**config.mk**
```make
export PLATFORM = sky130hd
export DESIGN_NAME = vseq_load_txn_gen
export DESIGN_NICKNAME = d
export VERILOG_FILES = /design/src/rtl/vlsu_pkg.sv /design/src/rtl/QueueFlow.sv /design/src/rtl/vseq_load_txn_gen.sv
export SDC_FILE = /design/constraint.sdc
export NUM_CORES = 1
export LEC_CHECK = 0
export ABC_CLOCK_PERIOD_IN_PS = 22600
export CAP_MARGIN = 20
export CORE_AREA = 3 3 236 238
export DETAILED_ROUTE_END_ITERATION = 12
export DIE_AREA = 0 0 239 241
export PLACE_DENSITY_LB_ADDON = 0.2
export SYNTH_ARGS = -nofsm -noshare
export SYNTH_HDL_FRONTEND = slang
export SYNTH_HIERARCHICAL = 1
export SYNTH_SLANG_ARGS = --single-unit
```
**constraint.sdc**
```tcl
create_clock -name clk_i -period 22.6 [get_ports clk_i]
set_input_delay 2.26 -clock clk_i [delete_from_list [all_inputs] [get_ports clk_i]]
set_output_delay 2.26 -clock clk_i [all_outputs]
set_load 0.02 [all_outputs]
```
**src/rtl/vlsu_pkg.sv**
```systemverilog
// Shared types for the vector load path: per-beat control record, burst descriptor,
// and the burst-splitting arithmetic used by the AR issuer.
package vlsu_pkg;

  localparam int unsigned VlsuAxiDataWidth = 128;
  localparam int unsigned VlsuAxiAddrWidth = 64;
  localparam int unsigned BusBytes         = VlsuAxiDataWidth / 8;
  localparam int unsigned BusNibbles       = VlsuAxiDataWidth / 4;
  localparam int unsigned BusBSize         = $clog2(BusBytes);
  localparam int unsigned BusNSize         = $clog2(BusNibbles);
  localparam logic [1:0]  AxiBurstIncr     = 2'b01;

  typedef logic [VlsuAxiAddrWidth-1:0] addr_t;
  typedef logic [VlsuAxiAddrWidth:0]   wide_t;

  typedef enum logic {S_IDLE, S_ISSUE} issue_state_e;

  typedef struct packed {
    addr_t             addr;
    logic              isHead;
    logic [7:0]        rmnBeat;
    logic [BusNSize:0] lbN;
    logic              isFinalTxn;
  } txn_ctrl_t;

  typedef struct packed {
    addr_t             addr;
    logic [7:0]        len;
    logic [BusNSize:0] lbN;
    logic              isFinalTxn;
  } txn_desc_t;

  typedef struct packed {
    addr_t             last;
    logic [7:0]        len;
    logic [BusNSize:0] lbN;
    logic              is_final;
  } txn_calc_t;

  // One extra bit keeps the 4 KiB / burst limits from wrapping at the top of memory.
  function automatic txn_calc_t calc_txn(input addr_t cur_addr, input addr_t end_addr,
                                         input int unsigned max_burst_len);
    wide_t             cur, fin, lim4k, lim_burst, last, beats;
    logic [BusBSize:0] last_bytes;
    txn_calc_t         res;
    cur       = {1'b0, cur_addr};
    fin       = {1'b0, end_addr};
    lim4k     = cur | wide_t'(12'hFFF);
    lim_burst = ((cur >> BusBSize) << BusBSize) + wide_t'(max_burst_len * BusBytes) - wide_t'(1);
    last      = fin;
    if (lim4k < last) last = lim4k;
    if (lim_burst < last) last = lim_burst;
    beats        = (last >> BusBSize) - (cur >> BusBSize) + wide_t'(1);
    last_bytes   = {1'b0, last[BusBSize-1:0]} + (BusBSize+1)'(1);
    res.last     = last[VlsuAxiAddrWidth-1:0];
    res.len      = 8'(beats - wide_t'(1));
    res.lbN      = {last_bytes, 1'b0};
    res.is_final = (last == fin);
    return res;
  endfunction

endpackage

```
**src/rtl/QueueFlow.sv**
```systemverilog
// Small register FIFO with optional fall-through from input to output when empty.
module QueueFlow #(
  parameter type         T            = logic,
  parameter int unsigned DEPTH        = 4,
  parameter bit          FALL_THROUGH = 1'b0
) (
  input  logic clk_i,
  input  logic rst_ni,
  input  logic push_i,
  input  T     data_i,
  input  logic pop_i,
  output T     data_o,
  output logic full_o,
  output logic empty_o
);

  localparam int unsigned PtrW = (DEPTH > 1) ? $clog2(DEPTH) : 1;
  localparam int unsigned CntW = $clog2(DEPTH + 1);

  T                mem [DEPTH];
  logic [PtrW-1:0] wr_ptr_reg, rd_ptr_reg;
  logic [CntW-1:0] cnt_reg;
  logic            stored_empty, bypass, do_push, do_pop;

  assign stored_empty = (cnt_reg == '0);
  assign full_o       = (cnt_reg == CntW'(DEPTH));

  if (FALL_THROUGH) begin : g_ft
    assign bypass = stored_empty && push_i;
  end else begin : g_no_ft
    assign bypass = 1'b0;
  end

  assign empty_o = stored_empty && !bypass;
  assign data_o  = bypass ? data_i : mem[rd_ptr_reg];
  // A bypassed entry consumed in the same cycle is never stored.
  assign do_push = push_i && !full_o && !(bypass && pop_i);
  assign do_pop  = pop_i && !stored_empty;

  always_ff @(posedge clk_i) begin
    if (do_push) mem[wr_ptr_reg] <= data_i;
  end

  always_ff @(posedge clk_i or negedge rst_ni) begin
    if (!rst_ni) begin
      wr_ptr_reg <= '0;
      rd_ptr_reg <= '0;
      cnt_reg    <= '0;
    end else begin
      if (do_push) wr_ptr_reg <= (wr_ptr_reg == PtrW'(DEPTH - 1)) ? '0 : wr_ptr_reg + PtrW'(1);
      if (do_pop)  rd_ptr_reg <= (rd_ptr_reg == PtrW'(DEPTH - 1)) ? '0 : rd_ptr_reg + PtrW'(1);
      case ({do_push, do_pop})
        2'b10:   cnt_reg <= cnt_reg + CntW'(1);
        2'b01:   cnt_reg <= cnt_reg - CntW'(1);
        default: cnt_reg <= cnt_reg;
      endcase
    end
  end

endmodule

```
**src/rtl/vseq_load_txn_gen.sv**
```systemverilog
// Splits one contiguous vector-load request into 4 KiB-safe AXI INCR bursts and
// emits one txn_ctrl record per expected R beat, in AR order.
module vseq_load_txn_gen
  import vlsu_pkg::*;
#(
  parameter int unsigned AxiDataWidth  = VlsuAxiDataWidth,
  parameter int unsigned AxiAddrWidth  = VlsuAxiAddrWidth,
  parameter int unsigned LenWidth      = 32,
  parameter int unsigned MaxBurstLen   = 256,
  parameter int unsigned TxnQueueDepth = 4
) (
  input  logic                    clk_i,
  input  logic                    rst_ni,
  input  logic                    req_valid_i,
  output logic                    req_ready_o,
  input  logic [AxiAddrWidth-1:0] req_addr_i,
  input  logic [LenWidth-1:0]     req_nbytes_i,
  output logic                    ar_valid_o,
  input  logic                    ar_ready_i,
  output logic [AxiAddrWidth-1:0] ar_addr_o,
  output logic [7:0]              ar_len_o,
  output logic [2:0]              ar_size_o,
  output logic [1:0]              ar_burst_o,
  output logic                    txn_ctrl_valid_o,
  input  logic                    txn_ctrl_ready_i,
  output txn_ctrl_t               txn_ctrl_o
);

  localparam int unsigned ArSize = $clog2(AxiDataWidth / 8);

  issue_state_e state_reg;
  addr_t        cur_addr_reg, end_addr_reg;
  logic [7:0]   beat_cnt_reg;
  txn_calc_t    calc;
  txn_desc_t    push_desc, head_desc;
  logic         desc_full, desc_empty, ar_fire, ctrl_fire, desc_pop;
  logic [7:0]   rmn_beat;

  assign calc    = calc_txn(cur_addr_reg, end_addr_reg, MaxBurstLen);
  assign ar_fire = ar_valid_o && ar_ready_i;

  assign req_ready_o = (state_reg == S_IDLE);
  assign ar_valid_o  = (state_reg == S_ISSUE) && !desc_full;
  assign ar_addr_o   = (state_reg == S_ISSUE) ? cur_addr_reg : '0;
  assign ar_len_o    = (state_reg == S_ISSUE) ? calc.len : '0;
  assign ar_size_o   = 3'(ArSize);
  assign ar_burst_o  = AxiBurstIncr;

  always_ff @(posedge clk_i or negedge rst_ni) begin
    if (!rst_ni) begin
      state_reg    <= S_IDLE;
      cur_addr_reg <= '0;
      end_addr_reg <= '0;
    end else begin
      case (state_reg)
        S_IDLE: if (req_valid_i) begin
          cur_addr_reg <= req_addr_i;
          end_addr_reg <= req_addr_i + addr_t'(req_nbytes_i) - addr_t'(1);
          state_reg    <= S_ISSUE;
        end
        S_ISSUE: if (ar_fire) begin
          cur_addr_reg <= calc.last + addr_t'(1);
          if (calc.is_final) state_reg <= S_IDLE;
        end
        default: state_reg <= S_IDLE;
      endcase
    end
  end

  always_comb begin
    push_desc            = '0;
    push_desc.addr       = cur_addr_reg;
    push_desc.len        = calc.len;
    push_desc.lbN        = calc.lbN;
    push_desc.isFinalTxn = calc.is_final;
  end

  // No fall-through: a descriptor becomes visible the cycle after its AR handshake.
  QueueFlow #(
    .T            (txn_desc_t),
    .DEPTH        (TxnQueueDepth),
    .FALL_THROUGH (1'b0)
  ) u_desc_q (
    .clk_i   (clk_i),
    .rst_ni  (rst_ni),
    .push_i  (ar_fire),
    .data_i  (push_desc),
    .pop_i   (desc_pop),
    .data_o  (head_desc),
    .full_o  (desc_full),
    .empty_o (desc_empty)
  );

  assign txn_ctrl_valid_o = !desc_empty;
  assign rmn_beat         = head_desc.len - beat_cnt_reg;
  assign ctrl_fire        = txn_ctrl_valid_o && txn_ctrl_ready_i;
  assign desc_pop         = ctrl_fire && (rmn_beat == 8'd0);

  always_comb begin
    txn_ctrl_o = '0;
    if (!desc_empty) begin
      txn_ctrl_o.addr       = head_desc.addr;
      txn_ctrl_o.isHead     = (beat_cnt_reg == 8'd0);
      txn_ctrl_o.rmnBeat    = rmn_beat;
      txn_ctrl_o.lbN        = head_desc.lbN;
      txn_ctrl_o.isFinalTxn = head_desc.isFinalTxn;
    end
  end

  always_ff @(posedge clk_i or negedge rst_ni) begin
    if (!rst_ni) begin
      beat_cnt_reg <= '0;
    end else if (desc_pop) begin
      beat_cnt_reg <= '0;
    end else if (ctrl_fire) begin
      beat_cnt_reg <= beat_cnt_reg + 8'd1;
    end
  end

  a_nbytes_nonzero: assert property (@(posedge clk_i) disable iff (!rst_ni)
    (req_valid_i && req_ready_o) |-> (req_nbytes_i != '0));

endmodule

```
==> results.md <==
- Status: complete, no violations
- H-tree depth: 2
- Hold Startpoint: u_desc_q/cnt_reg[2]
- Slew Limit Fails: 0
- Wire per inst: 30.23 um
- Multi-input combinational cell area: 17,200 sq um
- Final ANT Viol Nets: 0
- Fillcell total: 3,837
- # hold bufs at CTS: 0
- Row cnt: 85
- Worst-Margin Slew: 1140 ps
- Placed Instance Area: 35,180 sq um
- CP max stage cell: dfrtp_1
- Post-route setup TNS: 0 ps
- Vias/cell: 6.883
- Kind of critical path: register to output pin
- Core Region: 53,810 sq um
- Maximum clock rate: 76.00 MHz
- Total GRT Usage: 0.4362
- Synth Register Bits: 460
- CP top delay family: compound AO/OA/AOI/OAI gates
- Ys Warns: 6
- Largest register FFs: 316
- Largest net degree at the start of global routing: 81
- Pre-Repair DR Iteration Count: 6
- Count leader, synth: edfxtp_1
- Synth area leaders: edfxtp_1 29%, dfrtp_1 11%, ha_1 8.9%
- Full die area: 57,600 sq um
- Share of layout cells above drive strength 1: 0.07443
- Routed vias: 28,750
- Insertion delay to the later sink of the worst-skew pair: 620 ps
- Worst Hold Slack: 559.7 ps
- Global-route wire length before repair: 185,800 um
- Max_slew headroom: 0.2200
- FFs w/ async S/R, synth: 0.3130
- Ports: 261
- Num CTS Buffers: 49
- N_diodes: 0
- Max-Cap Viols: 0
- Synth Area per Inst: 9.859 sq um
- DRT iter0 DRCs: 4,223
- Initial Utilization: 0.5983
- WP buf/inv: 4
- CTS Buffer Depth: 3
- Power Density: 181.0 nW/um^2
- Synth unique cells: 98
- Post-synthesis cell area: 32,200 sq um
- WL final: 126,200 um
- Yosys top cell area share: 0.2947
- Initial antenna violation count: 5
- Worst setup EP type: output pin
- RePlAce Congestion: 1.044
- Final worst-path cycle share: 0.5822
- Register area: 13,100 sq um
- Final nets: 3,774
- Grt total ovfl: 0
- Crit-path max FO: 54
- CP arrival: 10,900 ps
- Post-CTS sizing: 0
- Number of synthesized flops with an enable pin: 316
- Root Buffer: clkbuf_16
- Worst-path clk slew: 70 ps
- PortBufs: 255
- Chip width: 239 um
- CTS tree: yes
- Final Hold Viols: 0
- Reg-to-Reg Start: cur_addr_reg[27]
- Worst hold path type: register to register
- # DRC: 0
- Most used DFF post-synth: edfxtp_1
- Max rail drop VDD: 0.0002959 V
- Clk_skew: 31.63 ps
- Dominant cell type by area after synthesis: edfxtp_1
- CP peak stage delay: 1010 ps
- WP data required: 20,340 ps
- Chip height: 241 um
- Hpwl dp: 90,860 um
- Final setup fails: 0
- Number of global-route vias before repair: 28,230
- Leak pwr: 14.70 nW
- CTS Sinks: 460
- Crit path launch type: register
- Post-synthesis sequential area ratio: 0.4066
- RSZ-0062 raised after global routing: no
- Gate Count Post-Synth: 3,266
- Synth-to-Final Area Change: 14.41%
- Final Instance Area: 36,840 sq um
- Final min period: 13,160 ps
- Post-synth top cells: 316 x edfxtp_1, 301 x inv_1, 241 x nand2_1
- Post-CTS setup buffer count: 0
- Most used cell, CP: o21ai_0
- Critical path startpoint: cur_addr_reg[27]
## area by class of cell
class	count	share of cell area
clock buffers	63	0.03614
clock inverters	28	0.008763
inverters	304	0.03097
multi-input cells	2327	0.4668
flip-flops and latches	460	0.3557
well taps	696	0.02364
repair buffers	298	0.07802
## power breakdown
| part | leakage [nW] | switching, mW | internal [mW] | total [mW] |
|---|---|---|---|---|
| Combinational | 9.17 | 2.61 | 1.53 | 4.14 |
| Clock | 0.802 | 0.368 | 0.480 | 0.848 |
| Sequential | 4.73 | 0.363 | 1.32 | 1.68 |
## per-stage QoR
step | setup slack [ps] | total power, mW | util | cells
after floorplan | 12050 | 4.089 | - | 3273
after global placement | 10280 | 5.531 | 0.6537 | 4084
after detailed placement | 10100 | 5.643 | 0.6537 | 4084
after CTS | 9475 | 6.541 | 0.6845 | 4175
after global routing | 9046 | 6.975 | 0.6846 | 4176
final | 9443 | 6.668 | 0.6846 | 4176
## layout by cell type (no fill, tap or decap), types with 31 or more instances in the layout
master	Yosys	final
a21o_1	74	74
a21oi_1	198	198
and2_1	67	63
buf_4	8	42
clkbuf_16	0	51
clkdlybuf4s50_1	0	254
dfrtp_1	144	141
edfxtp_1	316	316
ha_1	229	229
inv_1	301	301
mux2i_1	63	63
mux4_2	79	79
nand2_1	241	238
nand3_1	78	78
nand4_1	66	66
nor2_1	202	199
nor2b_1	83	83
nor3_1	65	62
o21ai_0	194	194
o22ai_1	31	31
xnor2_1	171	171
xor2_1	77	77
## layer usage
layer	part of all wire	up-vias	wire length (um)	track usage
li1	-	12170	-	-
met1	0.38	13970	48380	0.5912
met2	0.44	2174	56120	0.6777
met3	0.12	431	14680	0.09176
met4	0.056	0	7046	0.2049
met5	0	-	0	0
## worst paths after layout
path	to	slack, ps	cells after the start
worst max-delay path	ar_len_o[7]	9440	34
worst min-delay path	u_desc_q/cnt_reg[2]	560	1
worst max register to register	cur_addr_reg[38]	12290	29
worst min register to register	u_desc_q/cnt_reg[2]	560	1
max in group asynchronous	u_desc_q/rd_ptr_reg[0]	19280	2
min in group asynchronous	u_desc_q/cnt_reg[0]	1690	1
## cell families after synthesis
kind of cell	synth area share
fa+ha+maj	0.09147
buf+inv	0.06256
compound gates	0.1393
flops	0.4066
mux	0.07834
xor+xnor	0.06746
simple gates	0.1540
other cells	0.0002332
Power figures use the tool's default switching activity.
